`src/rtl/mem_load_ctrl.sv`:
```
// Byte-stream loader: takes bytes from a valid/ready source and writes them to
// the banked word memory one byte address at a time, padding a trailing half word.
module mem_load_ctrl #(
    parameter int unsigned HOLD_CYCLES    = 2,
    parameter int unsigned TIMEOUT_CYCLES = 65535,
    parameter logic [7:0]  PAD_VALUE      = 8'h00
) (
    input  logic        clk,
    input  logic        rst,
    input  logic        start,
    input  logic        abort,
    input  logic [15:0] base_addr,
    input  logic [15:0] byte_count,
    input  logic        in_valid,
    input  logic [7:0]  in_data,
    output logic        in_ready,
    output logic [15:0] mem_addr,
    output logic [7:0]  mem_data,
    output logic        mem_wr,
    output logic        busy,
    output logic        done,
    output logic        err,
    output logic [15:0] bytes_done
);

    localparam logic [2:0] S_IDLE = 3'd0;
    localparam logic [2:0] S_WAIT = 3'd1;
    localparam logic [2:0] S_HOLD = 3'd2;
    localparam logic [2:0] S_PAD  = 3'd3;
    localparam logic [2:0] S_DONE = 3'd4;

    localparam logic [3:0]  HOLD_LAST = 4'(HOLD_CYCLES - 1);
    localparam bit          TO_EN     = (TIMEOUT_CYCLES != 0);
    localparam logic [15:0] TO_LAST   = 16'(TIMEOUT_CYCLES - 1);

    logic [2:0]  state;
    logic [15:0] ptr;
    logic [15:0] rem;
    logic [15:0] to_cnt;
    logic [3:0]  hold_cnt;

    // Source handshake: a byte transfers on any edge where in_valid & in_ready.
    // in_ready depends only on state so the source never sees a combinational loop.
    assign in_ready = (state == S_WAIT);
    assign busy     = (state != S_IDLE);
    assign done     = (state == S_DONE);

    always_ff @(posedge clk or negedge rst) begin
        if (!rst) begin
            state      <= S_IDLE;
            ptr        <= '0;
            rem        <= '0;
            to_cnt     <= '0;
            hold_cnt   <= '0;
            mem_addr   <= '0;
            mem_data   <= '0;
            mem_wr     <= 1'b0;
            err        <= 1'b0;
            bytes_done <= '0;
        end else if (abort) begin
            state  <= S_IDLE;
            mem_wr <= 1'b0;
        end else begin
            case (state)
                S_IDLE: begin
                    if (start) begin
                        bytes_done <= '0;
                        err        <= 1'b0;
                        if (byte_count != 16'd0) begin
                            ptr    <= base_addr;
                            rem    <= byte_count;
                            to_cnt <= '0;
                            state  <= S_WAIT;
                        end else begin
                            state <= S_DONE;
                        end
                    end
                end
                S_WAIT: begin
                    if (in_valid) begin
                        mem_addr <= ptr;
                        mem_data <= in_data;
                        mem_wr   <= 1'b1;
                        hold_cnt <= '0;
                        to_cnt   <= '0;
                        state    <= S_HOLD;
                    end else if (TO_EN) begin
                        if (to_cnt == TO_LAST) begin
                            err   <= 1'b1;
                            state <= S_IDLE;
                        end else begin
                            to_cnt <= to_cnt + 16'd1;
                        end
                    end
                end
                S_HOLD: begin
                    if (hold_cnt == HOLD_LAST) begin
                        mem_wr     <= 1'b0;
                        ptr        <= ptr + 16'd1;
                        rem        <= rem - 16'd1;
                        bytes_done <= bytes_done + 16'd1;
                        // A final byte on an even address leaves the high half of its word unwritten.
                        if (rem == 16'd1) begin
                            state <= ptr[0] ? S_DONE : S_PAD;
                        end else begin
                            state <= S_WAIT;
                        end
                    end else begin
                        hold_cnt <= hold_cnt + 4'd1;
                    end
                end
                S_PAD: begin
                    // First PAD cycle is a setup gap, mirroring the WAIT cycle between real bytes.
                    if (!mem_wr) begin
                        mem_addr <= ptr;
                        mem_data <= PAD_VALUE;
                        mem_wr   <= 1'b1;
                        hold_cnt <= '0;
                    end else if (hold_cnt == HOLD_LAST) begin
                        mem_wr <= 1'b0;
                        state  <= S_DONE;
                    end else begin
                        hold_cnt <= hold_cnt + 4'd1;
                    end
                end
                S_DONE: begin
                    state <= S_IDLE;
                end
                default: begin
                    state <= S_IDLE;
                end
            endcase
        end
    end

endmodule

```
`config.mk`:
```
export PLATFORM = sky130hd
export DESIGN_NAME = mem_load_ctrl
export DESIGN_NICKNAME = d
export VERILOG_FILES = /design/src/rtl/mem_load_ctrl.sv
export SDC_FILE = /design/constraint.sdc
export NUM_CORES = 1
export LEC_CHECK = 0
export CORE_AREA = 4 4 121 123
export CTS_BUF_LIST = sky130_fd_sc_hd__clkbuf_4 sky130_fd_sc_hd__clkbuf_8
export DETAILED_ROUTE_END_ITERATION = 8
export DIE_AREA = 0 0 125 127
export PLACE_DENSITY = 0.69
export SLEW_MARGIN = 20
export SYNTH_ARGS = -nofsm -noshare
export SYNTH_HDL_FRONTEND = slang
export SYNTH_SLANG_ARGS = --single-unit
```
`constraint.sdc`:
```
create_clock -name clk -period 2.7 [get_ports clk]
set_input_delay 0.54 -clock clk [delete_from_list [all_inputs] [get_ports clk]]
set_output_delay 0.54 -clock clk [all_outputs]
set_load 0.02 [all_outputs]
```
==> results of run 1 <==
==> placed cells by master (no fill, tap or decap), drive strengths merged, types with 15 or more instances in the layout <==
cell	instances
nand2	56
clkdlybuf4s50	88
mux2	15
o21ai	62
nor2	42
a21oi	53
nand3	25
buf	27
nor3	22
dfrtp	97
inv	18
==> kinds of logic (layout without fill, tap and decap cells) <==
family	after synthesis	in the layout
buffers and inverters	47	145
and+or+nand+nor	224	224
AOI/OAI and AO/OA	182	182
xor gates and xnor gates	9	9
adders and majority gates	8	8
DFF	97	97
muxes	20	20
==> routing by layer <==
| layer | share of wire | track usage | wire length, um | up-vias |
|---|---|---|---|---|
| met5 | 0 | 0 | 0 | - |
| met4 | 0.015 | 0.0587 | 203 | 0 |
| li1 | - | - | - | 2346 |
| met1 | 0.45 | 0.238 | 6280 | 2394 |
| met3 | 0.054 | 0.0385 | 762 | 20 |
| met2 | 0.48 | 0.291 | 6740 | 173 |
==> registers in the layout, indices dropped and copies added (netlist names) <==
| name | flops |
|---|---|
| bytes_done | 16 |
| mem_addr | 16 |
| ptr | 16 |
| rem | 16 |
| to_cnt | 16 |
| mem_data | 8 |
| hold_cnt | 4 |
| state | 3 |
| err | 1 |
| mem_wr | 1 |
==> timing repair <==
action                     in CTS  in global routing
setup endpoints to repair       1                  2
hold buffers                    0                  0
pin swaps                       0                  0
resized for setup               1                  1
==> cell usage after synthesis, types with 9 or more instances <==
master / number
dfrtp_1: 97
o21ai_0: 60
nand2_1: 56
a21oi_1: 53
nor2_1: 42
nand3_1: 25
nor3_1: 22
clkbuf_1: 17
buf_2: 16
mux2_2: 15
inv_1: 14
nand4_1: 13
nor4_1: 9
==> where the power goes <==
part,total [mW],internal [mW],switching (mW)
registers,2.33,1.90,0.436
clock network,1.02,0.453,0.568
logic,2.27,1.06,1.21
total,5.63,3.41,2.21
==> cell type report <==
type                       instances  area (um^2)  area share
timing repair buffer             115         1130       0.168
inverter                          14         52.6     0.00780
clock inverter                     6         72.6      0.0108
clock buffer                      10          131      0.0195
multi-input combinational        443         2690       0.400
tap                              180          225      0.0334
sequential                        97         2430       0.360
==> path summary, 6_finish.rpt <==
| check | end | from | slack [ps] |
|---|---|---|---|
| max | busy | state[1] | 90 |
| min | bytes_done[14] | rst | 180 |
| max reg2reg | to_cnt[15] | to_cnt[0] | 340 |
| min reg2reg | mem_addr[4] | mem_addr[4] | 510 |
| max in group asynchronous | state[1] | rst | 1840 |
| min in group clk | mem_addr[4] | mem_addr[4] | 510 |
==> qor.csv, run 1 <==
stage,metric,value,unit
clock_network,cts_num_sinks,97,
synth,synth_top_family_by_area,simple AND/OR/NAND/NOR gates,
timing,holdWs,177,ps
routing,via_count,4933,
place,io_buffers,89,
clock_network,clock_latency,390,ps
setup_path,critical-path-max-stage-delay,570,ps
power_and_ir_drop,peakVddDrop,458,uV
synth,synth_cells,587,
floorplanning,die_area,15900,um^2
power_and_ir_drop,power_density,835,nW/um^2
clock_network,clk_path_buf_depth,2,
clock_network,cts_root_buffer,clkbuf_8,
floorplanning,start_util,0.388,
global_route,grt_max_degree,50,
timing,fmax,0.383,GHz
layout,fin_nets,733,
layout,fin_area,6740,um^2
global_route,grt_antenna_before_repair,0,
synth,yosysUniqueCellTypes,55,
synth,synth_seq_cells,97,
synth,netlist.area_leader.share,0.458,
synth,synth_fa_ha_area_frac,0.0189,
global_route,grt_pass1_vias,4885,
floorplanning,die_w,125,um
timing,rsz0062_at_grt,no,
routing,wl,14000,um
timing,setup_viol,0,
setup_path,cp.buffers_inverters,3,
setup_path,path_max_fanout,11,
timing,finalCriticalPeriod,2610,ps
routing,drt_iter0_drc,452,
floorplanning,std_cell_rows,43,
setup_path,arrival,2070,ps
run,drv_cap,0,
synth,yosysSeqAreaShare,0.458,
place,hpwl,10100,um
place,placed_cell_area,6530,um^2
setup_path,worst_path_max_delay_cell,clkdlybuf4s50_1,
routing,drcViolationCount,0,
floorplanning,core,13700,um^2
timing,drv_slew,0,
global_route,grt_pass1_wl,23700,um
global_route,grt_overflow,0,
floorplanning,die_h,127,um
timing,worstMarginPinSlew,746,ps
synth,yosys.area_share.simple,0.220,
setup_path,cp_top_family,buffers and inverters,
clock_network,cts_buffers,9,
layout,syn_to_final_growth,27.1,%
clock_network,path_clk_slew,100,ps
layout,stdcell_count,865,
synth,yosys_warnings,0,
clock_network,tritoncts,done,
setup_path,crit_type,flip-flop to output port,
synth,synth_compound_area_frac,0.210,
timing,relSlewSlack,0.501,
layout,final_util,0.493,
synth,synth_ff_type,dfrtp_1,
synth,syn_nets,640,
layout,drive_gt1_frac,0.105,
setup_path,path_depth,4,
synth,syn_area,5300,um^2
power_and_ir_drop,p_total,5.63,mW
timing,finalSetupTns,0,ps
synth,synth_edf_count,0,
hold_path,hold_path.class,input port to asynchronous set/reset pin,
timing,hold_viol,0,
setup_path,path_cells,buf_4 -> nor3_1 -> inv_1 -> clkdlybuf4s50_1,
routing,detail-route-antenna-nets,0,
place,place_congestion,0.874,
routing,first_pass_iters,5,
setup_path,worstPathRequired,2160,ps
synth,synthMuxAreaShare,0.0413,
run_status,status,completed,
power_and_ir_drop,p_leak,2.65,nW
floorplanning,pin_count,90,
setup_path,start_kind,flip-flop,
synth,avgSynthCellArea,9.03,um^2
setup_path,r2r_cells,7,
layout,n_antenna_cell,0,
timing,fin_crit_sh,0.967,
clock_network,cts_setup_buffers,0,
clock_network,htree_levels,3,
place,place_inst,849,
place,dpl_worst_slack,52.9,ps
timing,skew,11.4,ps
setup_path,critPathCaptureType,output port,
global_route,track_usage,0.178,
synth,synth-xor-area-share,0.0149,
routing,wire_per_inst,16.2,um
synth,async_flop_share,1.00,
synth,yosys.area.top_type,dfrtp_1,
timing,fin_ws,89.5,ps
synth,ys_top_cells_by_area,"dfrtp_1 (46%), o21ai_0 (5.7%), a21oi_1 (5.0%)",
layout,fillers,1290,
routing,drt-vias-per-instance,5.70,
Note: power is estimated with default switching activity, not from simulation.
==> inputs of run 2 (changes only) <==
--- a/config.mk
+++ b/config.mk
@@ -6,7 +6,7 @@
 export NUM_CORES = 1
 export LEC_CHECK = 0
 export CORE_AREA = 4 4 121 123
-export CTS_BUF_LIST = sky130_fd_sc_hd__clkbuf_4 sky130_fd_sc_hd__clkbuf_8
+export CTS_BUF_LIST = sky130_fd_sc_hd__clkbuf_8
 export DETAILED_ROUTE_END_ITERATION = 8
 export DIE_AREA = 0 0 125 127
 export PLACE_DENSITY = 0.69
==> run 2 against run 1 <==
Net effect: clock-buffer cell count down 1; critical path depth is the same; sequential cell count unchanged; register-to-register slack barely moved; combinational power about the same; critical endpoint unchanged.
==> qor.csv, run 2 (synthesis gave the netlist of run 1 again) <==
stage,metric,value,unit
layout,fillers,1292,
routing,via_count,4944,
floorplanning,die_w,125,um
setup_path,reg2reg_setup_slack,340,ps
setup_path,r2r-start,to_cnt[0],
layout,final_cell_mix,"dfrtp_1 (96), clkdlybuf4s50_1 (88), o21ai_0 (60)",
floorplanning,die_area,15900,um^2
global_route,grt_pass1_vias,4885,
setup_path,worstPathRequired,2160,ps
run_status,status,completed,
layout,drive_gt1_frac,0.104,
clock_network,htree_levels,3,
setup_path,startpoint,state[1],
clock_network,path_clk_slew,100,ps
clock_network,cts_setup_buffers,0,
timing,relSlewSlack,0.501,
floorplanning,start_util,0.388,
run,drv_cap,0,
setup_path,crit_type,flip-flop to output port,
routing,drt_iter0_drc,453,
place,place_inst,849,
layout,fin_nets,733,
routing,drcViolationCount,0,
routing,first_pass_iters,5,
place,place_congestion,0.874,
hold_path,hold_path.class,input port to asynchronous set/reset pin,
clock_network,cts_buffers,9,
global_route,grt_max_degree,50,
timing,holdWs,179,ps
global_route,track_usage,0.178,
timing,rsz0062_at_grt,no,
layout,stdcell_count,865,
routing,wl,14000,um
routing,detail-route-antenna-nets,0,
layout,syn_to_final_growth,27.0,%
floorplanning,pin_count,90,
floorplanning,std_cell_rows,43,
routing,wire_per_inst,16.1,um
power_and_ir_drop,power_density,833,nW/um^2
clock_network,clock_latency,390,ps
timing,finalCriticalPeriod,2610,ps
clock_network,cts_num_sinks,97,
clock_network,cts_hold_buf,0,
timing,finalSetupTns,0,ps
global_route,grt_pass1_wl,23700,um
timing,setup_viol,0,
place,hpwl,10100,um
layout,multi_input_area,2690,um^2
timing,fin_crit_sh,0.966,
routing,drt-vias-per-instance,5.72,
timing,drv_slew,0,
power_and_ir_drop,p_total,5.61,mW
floorplanning,die_h,127,um
setup_path,start_kind,flip-flop,
place,io_buffers,89,
layout,n_antenna_cell,0,
clock_network,cts_root_buffer,clkbuf_8,
setup_path,path_max_fanout,11,
layout,regArea,2430,um^2
floorplanning,core,13700,um^2
clock_network,tritoncts,done,
power_and_ir_drop,p_leak,2.65,nW
setup_path,arrival,2070,ps
timing,skew,11.4,ps
global_route,grt_antenna_before_repair,0,
timing,hold_viol,0,
power_and_ir_drop,peakVddDrop,456,uV
global_route,grt_overflow,0,
layout,mostFrequentLayoutCell,dfrtp_1,
clock_network,clk_path_buf_depth,2,
timing,worstMarginPinSlew,746,ps
timing,fmax,0.383,GHz
setup_path,critPathCaptureType,output port,
-- run 2: stage by stage --
step,setup WS [ps],util,instance area [um^2]
6_report,90.6,0.493,6730
5_1_grt,10.4,0.493,6730
4_1_cts,34.1,0.493,6730
3_5_place_dp,52.9,0.478,6530
3_3_place_gp,97.7,0.478,6530
2_1_floorplan,670,-,5300
-- run 2: power breakdown --
group	switching [mW]	total, mW	internal (mW)	leakage (nW)
Clock	0.567	1.01	0.439	0.102
Combinational	1.21	2.27	1.06	1.32
Sequential	0.436	2.33	1.90	1.22
-- run 2: per-layer routing --
layer	share of wire	vias to the layer above	global-route usage	routed length, um
li1	-	2345	-	-
met1	0.45	2404	0.238	6270
met2	0.48	173	0.291	6710
met3	0.054	22	0.0385	754
met4	0.015	0	0.0587	214
met5	0	-	0	0
-- run 2: cell type report --
class	count	area share
Sequential cell	97	0.361
Inverter	14	0.00780
Tap cell	180	0.0334
Multi-Input combinational cell	443	0.400
Clock inverter	7	0.0113
Clock buffer	9	0.0184
Timing Repair Buffer	115	0.168
-- run 2: final timing paths --
kind / endpoint / depth (start not counted)
setup reg to reg: to_cnt[15] / 7
min in group clk: mem_addr[4] / 2
hold / removal: bytes_done[14] / 1
max in group asynchronous: state[1] / 2
setup / recovery: busy / 4
hold reg to reg: mem_addr[4] / 2
-- run 2: worst max-delay path, stage by stage, from the launching register on --
cell and delay, ps:
dfrtp_2 500, buf_4 200, nor3_1 230, inv_1 170, clkdlybuf4s50_1 570
-- run 2: what timing repair did --
| item | in CTS | in global routing |
|---|---|---|
| setup endpoints to repair | 1 | 2 |
| gates resized for setup | 1 | 1 |
| gates cloned | 0 | 0 |
==> inputs of run 3 (changes only) <==
--- a/config.mk
+++ b/config.mk
@@ -5,10 +5,10 @@
 export SDC_FILE = /design/constraint.sdc
 export NUM_CORES = 1
 export LEC_CHECK = 0
-export CORE_AREA = 4 4 121 123
+export CORE_AREA = 4 4 138 107
 export CTS_BUF_LIST = sky130_fd_sc_hd__clkbuf_8
 export DETAILED_ROUTE_END_ITERATION = 8
-export DIE_AREA = 0 0 125 127
+export DIE_AREA = 0 0 142 111
 export PLACE_DENSITY = 0.69
 export SLEW_MARGIN = 20
 export SYNTH_ARGS = -nofsm -noshare
==> constraint.sdc (replaced) <==
create_clock -name clk -period 3.1 [get_ports clk]
set_input_delay 0.775 -clock clk [delete_from_list [all_inputs] [get_ports clk]]
set_output_delay 0.775 -clock clk [all_outputs]
set_load 0.02 [all_outputs]
==> run 3 against run 2 <==
Net effect: final cell count is 1.4% lower; via count fell by 1.3%; final area fell by 1.2%; sequential cell count unchanged; clock-buffer cell count did not move; sequential share of layout area rose by 0.44 points; critical path type unchanged; largest cell class unchanged; largest power group unchanged.
==> qor.csv, run 3 (synthesis gave the netlist of run 1 again) <==
stage,metric,value,unit
setup_path,critPathCaptureType,output port,
timing,worstMarginPinSlew,756,ps
clock_network,tritoncts,done,
timing,relSlewSlack,0.494,
floorplanning,std_cell_rows,37,
layout,final_cell_mix,"dfrtp_1 (97), clkdlybuf4s50_1 (88), o21ai_0 (60)",
timing,hold_viol,0,
clock_network,clk_path_buf_depth,2,
setup_path,worst_path_max_delay_cell,clkdlybuf4s50_1,
layout,final_util,0.494,
layout,fillers,1234,
power_and_ir_drop,p_leak,2.61,nW
routing,first_pass_iters,5,
setup_path,r2r_cells,7,
routing,detail-route-antenna-nets,0,
place,dpl_worst_slack,-44.0,ps
timing,fin_crit_sh,0.930,
setup_path,reg2reg_setup_slack,580,ps
clock_network,cts.repair.resized,0,
layout,regArea,2430,um^2
setup_path,cp_top_family,buffers and inverters,
setup_path,critical-path-max-stage-delay,720,ps
clock_network,cts_num_sinks,97,
setup_path,r2r-start,to_cnt[0],
setup_path,worstPathRequired,2320,ps
place,hpwl,9850,um
global_route,grt_pass1_vias,4621,
layout,mostFrequentLayoutCell,dfrtp_1,
floorplanning,core,13500,um^2
global_route,grt_antenna_before_repair,0,
place,io_buffers,89,
layout,multi_input_area,2690,um^2
clock_network,htree_levels,3,
global_route,grt_overflow,0,
global_route,grt_pass1_wl,22800,um
power_and_ir_drop,power_density,734,nW/um^2
floorplanning,pin_count,90,
setup_path,r2r-end,to_cnt[15],
timing,fin_ws,217,ps
routing,via_count,4882,
floorplanning,start_util,0.394,
timing,skew,14.3,ps
floorplanning,die_area,15800,um^2
run_status,status,completed,
timing,rsz0062_at_grt,no,
place,place_congestion,0.870,
power_and_ir_drop,peakVddDrop,476,uV
timing,setup_viol,0,
global_route,track_usage,0.174,
clock_network,clock_latency,380,ps
setup_path,crit_type,flip-flop to output port,
layout,n_antenna_cell,0,
setup_path,arrival,2110,ps
floorplanning,die_w,142,um
setup_path,path_cells,nor3b_1 -> clkdlybuf4s50_1,
layout,fin_nets,726,
layout,drive_gt1_frac,0.0914,
clock_network,path_clk_slew,100,ps
layout,syn_to_final_growth,25.4,%
setup_path,path_depth,2,
setup_path,cp.buffers_inverters,1,
timing,finalCriticalPeriod,2880,ps
timing,drv_slew,0,
floorplanning,die_h,111,um
clock_network,cts_hold_buf,0,
clock_network,cts_root_buffer,clkbuf_8,
timing,fmax,0.347,GHz
power_and_ir_drop,p_total,4.88,mW
routing,drcViolationCount,0,
routing,drt-vias-per-instance,5.72,
routing,drt_iter0_drc,399,
setup_path,path_max_fanout,7,
routing,wl,13800,um
clock_network,cts_setup_buffers,0,
run,drv_cap,0,
global_route,grt_max_degree,50,
clock_network,cts_buffers,9,
setup_path,start_kind,flip-flop,
hold_path,hold_path.class,input port to asynchronous set/reset pin,
routing,wire_per_inst,16.1,um
-- run 3: how the worst max path moves through the flow --
stage | from | slack, ps | endpoint
3_3_place_gp | byte_count[3] | -30 | to_cnt[11]
6_report | state[0] | 220 | in_ready
3_5_place_dp | byte_count[3] | -40 | to_cnt[10]
5_1_grt | byte_count[3] | 140 | to_cnt[10]
2_1_floorplan | abort | 840 | to_cnt[5]
4_1_cts | state[0] | 240 | in_ready
-- run 3: power breakdown --
part	internal (mW)	total, mW	leakage (nW)	switching, mW
registers	1.65	2.04	1.22	0.384
logic	0.876	1.92	1.27	1.05
clock network	0.456	0.926	0.115	0.470
total	2.98	4.88	2.61	1.90
-- run 3: final cells by class --
class | instances | area share
Timing Repair Buffer | 108 | 0.157
Clock buffer | 9 | 0.0186
Sequential cell | 97 | 0.365
Multi-Input combinational cell | 443 | 0.404
Tap cell | 175 | 0.0329
Inverter | 14 | 0.00790
Clock inverter | 7 | 0.0143
-- run 3: routing by layer --
| metal | GRT usage | vias up | wire length (um) |
|---|---|---|---|
| met1 | 0.250 | 2385 | 6590 |
| met4 | 0.0428 | 0 | 118 |
| met3 | 0.0392 | 11 | 787 |
| met2 | 0.267 | 149 | 6270 |
| li1 | - | 2337 | - |
| met5 | 0 | - | 0 |
-- run 3: per-stage QoR --
stage               std cells  area, um^2  hold slack [ps]  setup TNS [ps]
CTS                       853        6650              418               0
global placement          837        6430              472           -95.9
detailed placement        837        6430              478            -158
floorplan                 587        5300              470               0
global route              853        6650              438               0
finish                    853        6650              404               0
-- run 3: worst reg2reg max path, cell delays in order (launching register included) --
cell and delay (ps):
dfrtp_1 450, inv_1 80, ha_1 140, nand3_1 70
or4_1 720, nor2_1 650, nor3_1 140, mux2i_1 160
==> patch (flow settings as in run 1) <==
Put one more register stage on the output `err`. The value now appears one clock later. The other outputs are not delayed to match.
--- a/src/rtl/mem_load_ctrl.sv
+++ b/src/rtl/mem_load_ctrl.sv
@@ -35,2 +35,4 @@
 
+    logic err_s0;
+
     logic [2:0]  state;
@@ -57,3 +59,3 @@
             mem_wr     <= 1'b0;
-            err        <= 1'b0;
+            err_s0     <= 1'b0;
             bytes_done <= '0;
@@ -67,3 +69,3 @@
                         bytes_done <= '0;
-                        err        <= 1'b0;
+                        err_s0     <= 1'b0;
                         if (byte_count != 16'd0) begin
@@ -88,3 +90,3 @@
                         if (to_cnt == TO_LAST) begin
-                            err   <= 1'b1;
+                            err_s0 <= 1'b1;
                             state <= S_IDLE;
@@ -135,2 +137,6 @@
 
+    always_ff @(posedge clk) begin
+        err <= err_s0;
+    end
+
 endmodule
Function: same outputs for any inputs over 4 cycles, from zero or initial values and one cycle with rst low; that may be too few to reach the edited logic, so the function may still have changed.
==> patch against run 1 <==
Clock skew is 0.90 ps lower. Power fell by 1.7%. Area after synthesis grew 2.3%. Sequential cell count rose by 1. Via count grew 1.4%. Sequential share of layout area rose by 0.48 points. Utilization decreased by 0.27 points. Setup slack better by 46 ps. Die area did not move. Synthesized cell count up 5.3%. First-iteration DRC count increased by 6.9%. Final area decreased by 0.56%. Wire length rose by 0.63%.
==> patch: results (changes against run 1) <==
| Metric | Value |
|---|---|
| Post-synthesis mux area share | `3.183% (-0.95 points)` |
| Final WL | `14070 um (+0.63%)` |
| Tmin final | `2564 ps (-46.38 ps)` |
| Total GRT Usage | `17.77% (-0.064 points)` |
| Skew final | `10.49 ps (-0.8969 ps)` |
| Initial DRC Count | `483 (+6.9%)` |
| Post-synthesis adder-cell area fraction | `1.845% (-0.043 points)` |
| Worst R2R Setup Slack | `420 ps (+80 ps)` |
| Inverters, non-clock | `15 (+1)` |
| Critical path's largest stage delay | `630 ps (+60 ps)` |
| Seq pwr share | `43.0% (+1.5 points)` |
| Area contributors post-synth | `dfrtp_1 45%, o21ai_0 8.2%, nand2_1 4.9%` |
| Synth cell count leaders | `97 x dfrtp_1, 89 x o21ai_0, 71 x nand2_1` |
| Non-filler cells, final | `881 (+1.8%)` |
| Vias in the first global route | `4647 (-4.9%)` |
| First-pass GRT wire length | `23430 um (-1.0%)` |
| Synth Area in Compound Gates | `23.41% (+2.4 points)` |
| CP Launch Point | `state[0]` |
| NumNets Final | `749 (+2.2%)` |
| Non-CTS buffers | `103 (-10%)` |
| Peak fanout along the critical path | `14 (+3)` |
| R2r endpoint | `state[0]` |
| Leakage power | `2.678 nW (+1.1%)` |
| Net Count, Synth | `671 (+4.8%)` |
| Clk cell area share | `2.689% (-0.34 points)` |
| Post-DP Area | `0.006515 mm^2 (-0.19%)` |
| Post-synthesis sequential area ratio | `45.12% (-0.67 points)` |
| Post-route cell area | `0.006700 mm^2 (-0.56%)` |
| Synth Area in XOR/XNOR | `0.1615% (-1.3 points)` |
| Worst slack, placed | `166.4 ps (+113.6 ps)` |
| Combinational share of power | `40.7% (+0.3 points)` |
| Pwr Total | `5.527 mW (-1.7%)` |
| Worst Setup EP | `in_ready` |
| Fraction of registers with async set/reset | `98.98% (-1.0 points)` |
| Slew HR | `53.89% (+3.8 points)` |
| Largest net degree at the start of global routing | `64 (+28%)` |
| Seq Cell Count | `98 (+1.0%)` |
| Placed Instances | `865 (+1.9%)` |
| Multi-input gate area | `0.002760 mm^2 (+2.5%)` |
| Detailed Place HPWL | `10010 um (-0.58%)` |
| Vias | `5001 (+1.4%)` |
| Post-synthesis cell type count | `67 (+22%)` |
| Status | `completed` |
| Comb_multi_in | `469 (+5.9%)` |
| Final GP Congestion | `0.8167 (-6.5%)` |
-- patch: cell types whose count changed in the layout (fill, tap and decap cells not counted), moves of 5 or more --
cell            run 1  this run
a22o_1              8         1
nand2_1            56        71
a31oi_1             8        13
buf_4              23        12
a21oi_1            53        39
o21ai_0            60        89
mux2i_1             5         0
xnor2_1             8         0
a41oi_1             0         7
-- patch: layer usage --
metal  wire, um  share of wire, %  GRT usage [%]  vias up
li1           -                 -              -     2434
met1       6782                48          25.79     2412
met2       6498                46          27.46      140
met3        613               4.4          2.508       15
met4        179               1.3          6.059        0
met5          0                 0              0        -
-- patch: worst min-delay path by stage --
stage	start	to	slack, ps
2_1_floorplan	rst	bytes_done[0]	240
3_3_place_gp	err_s0	err	400
3_5_place_dp	err_s0	err	400
4_1_cts	rst	to_cnt[0]	120
5_1_grt	rst	mem_data[3]	140
6_report	rst	mem_data[3]	120
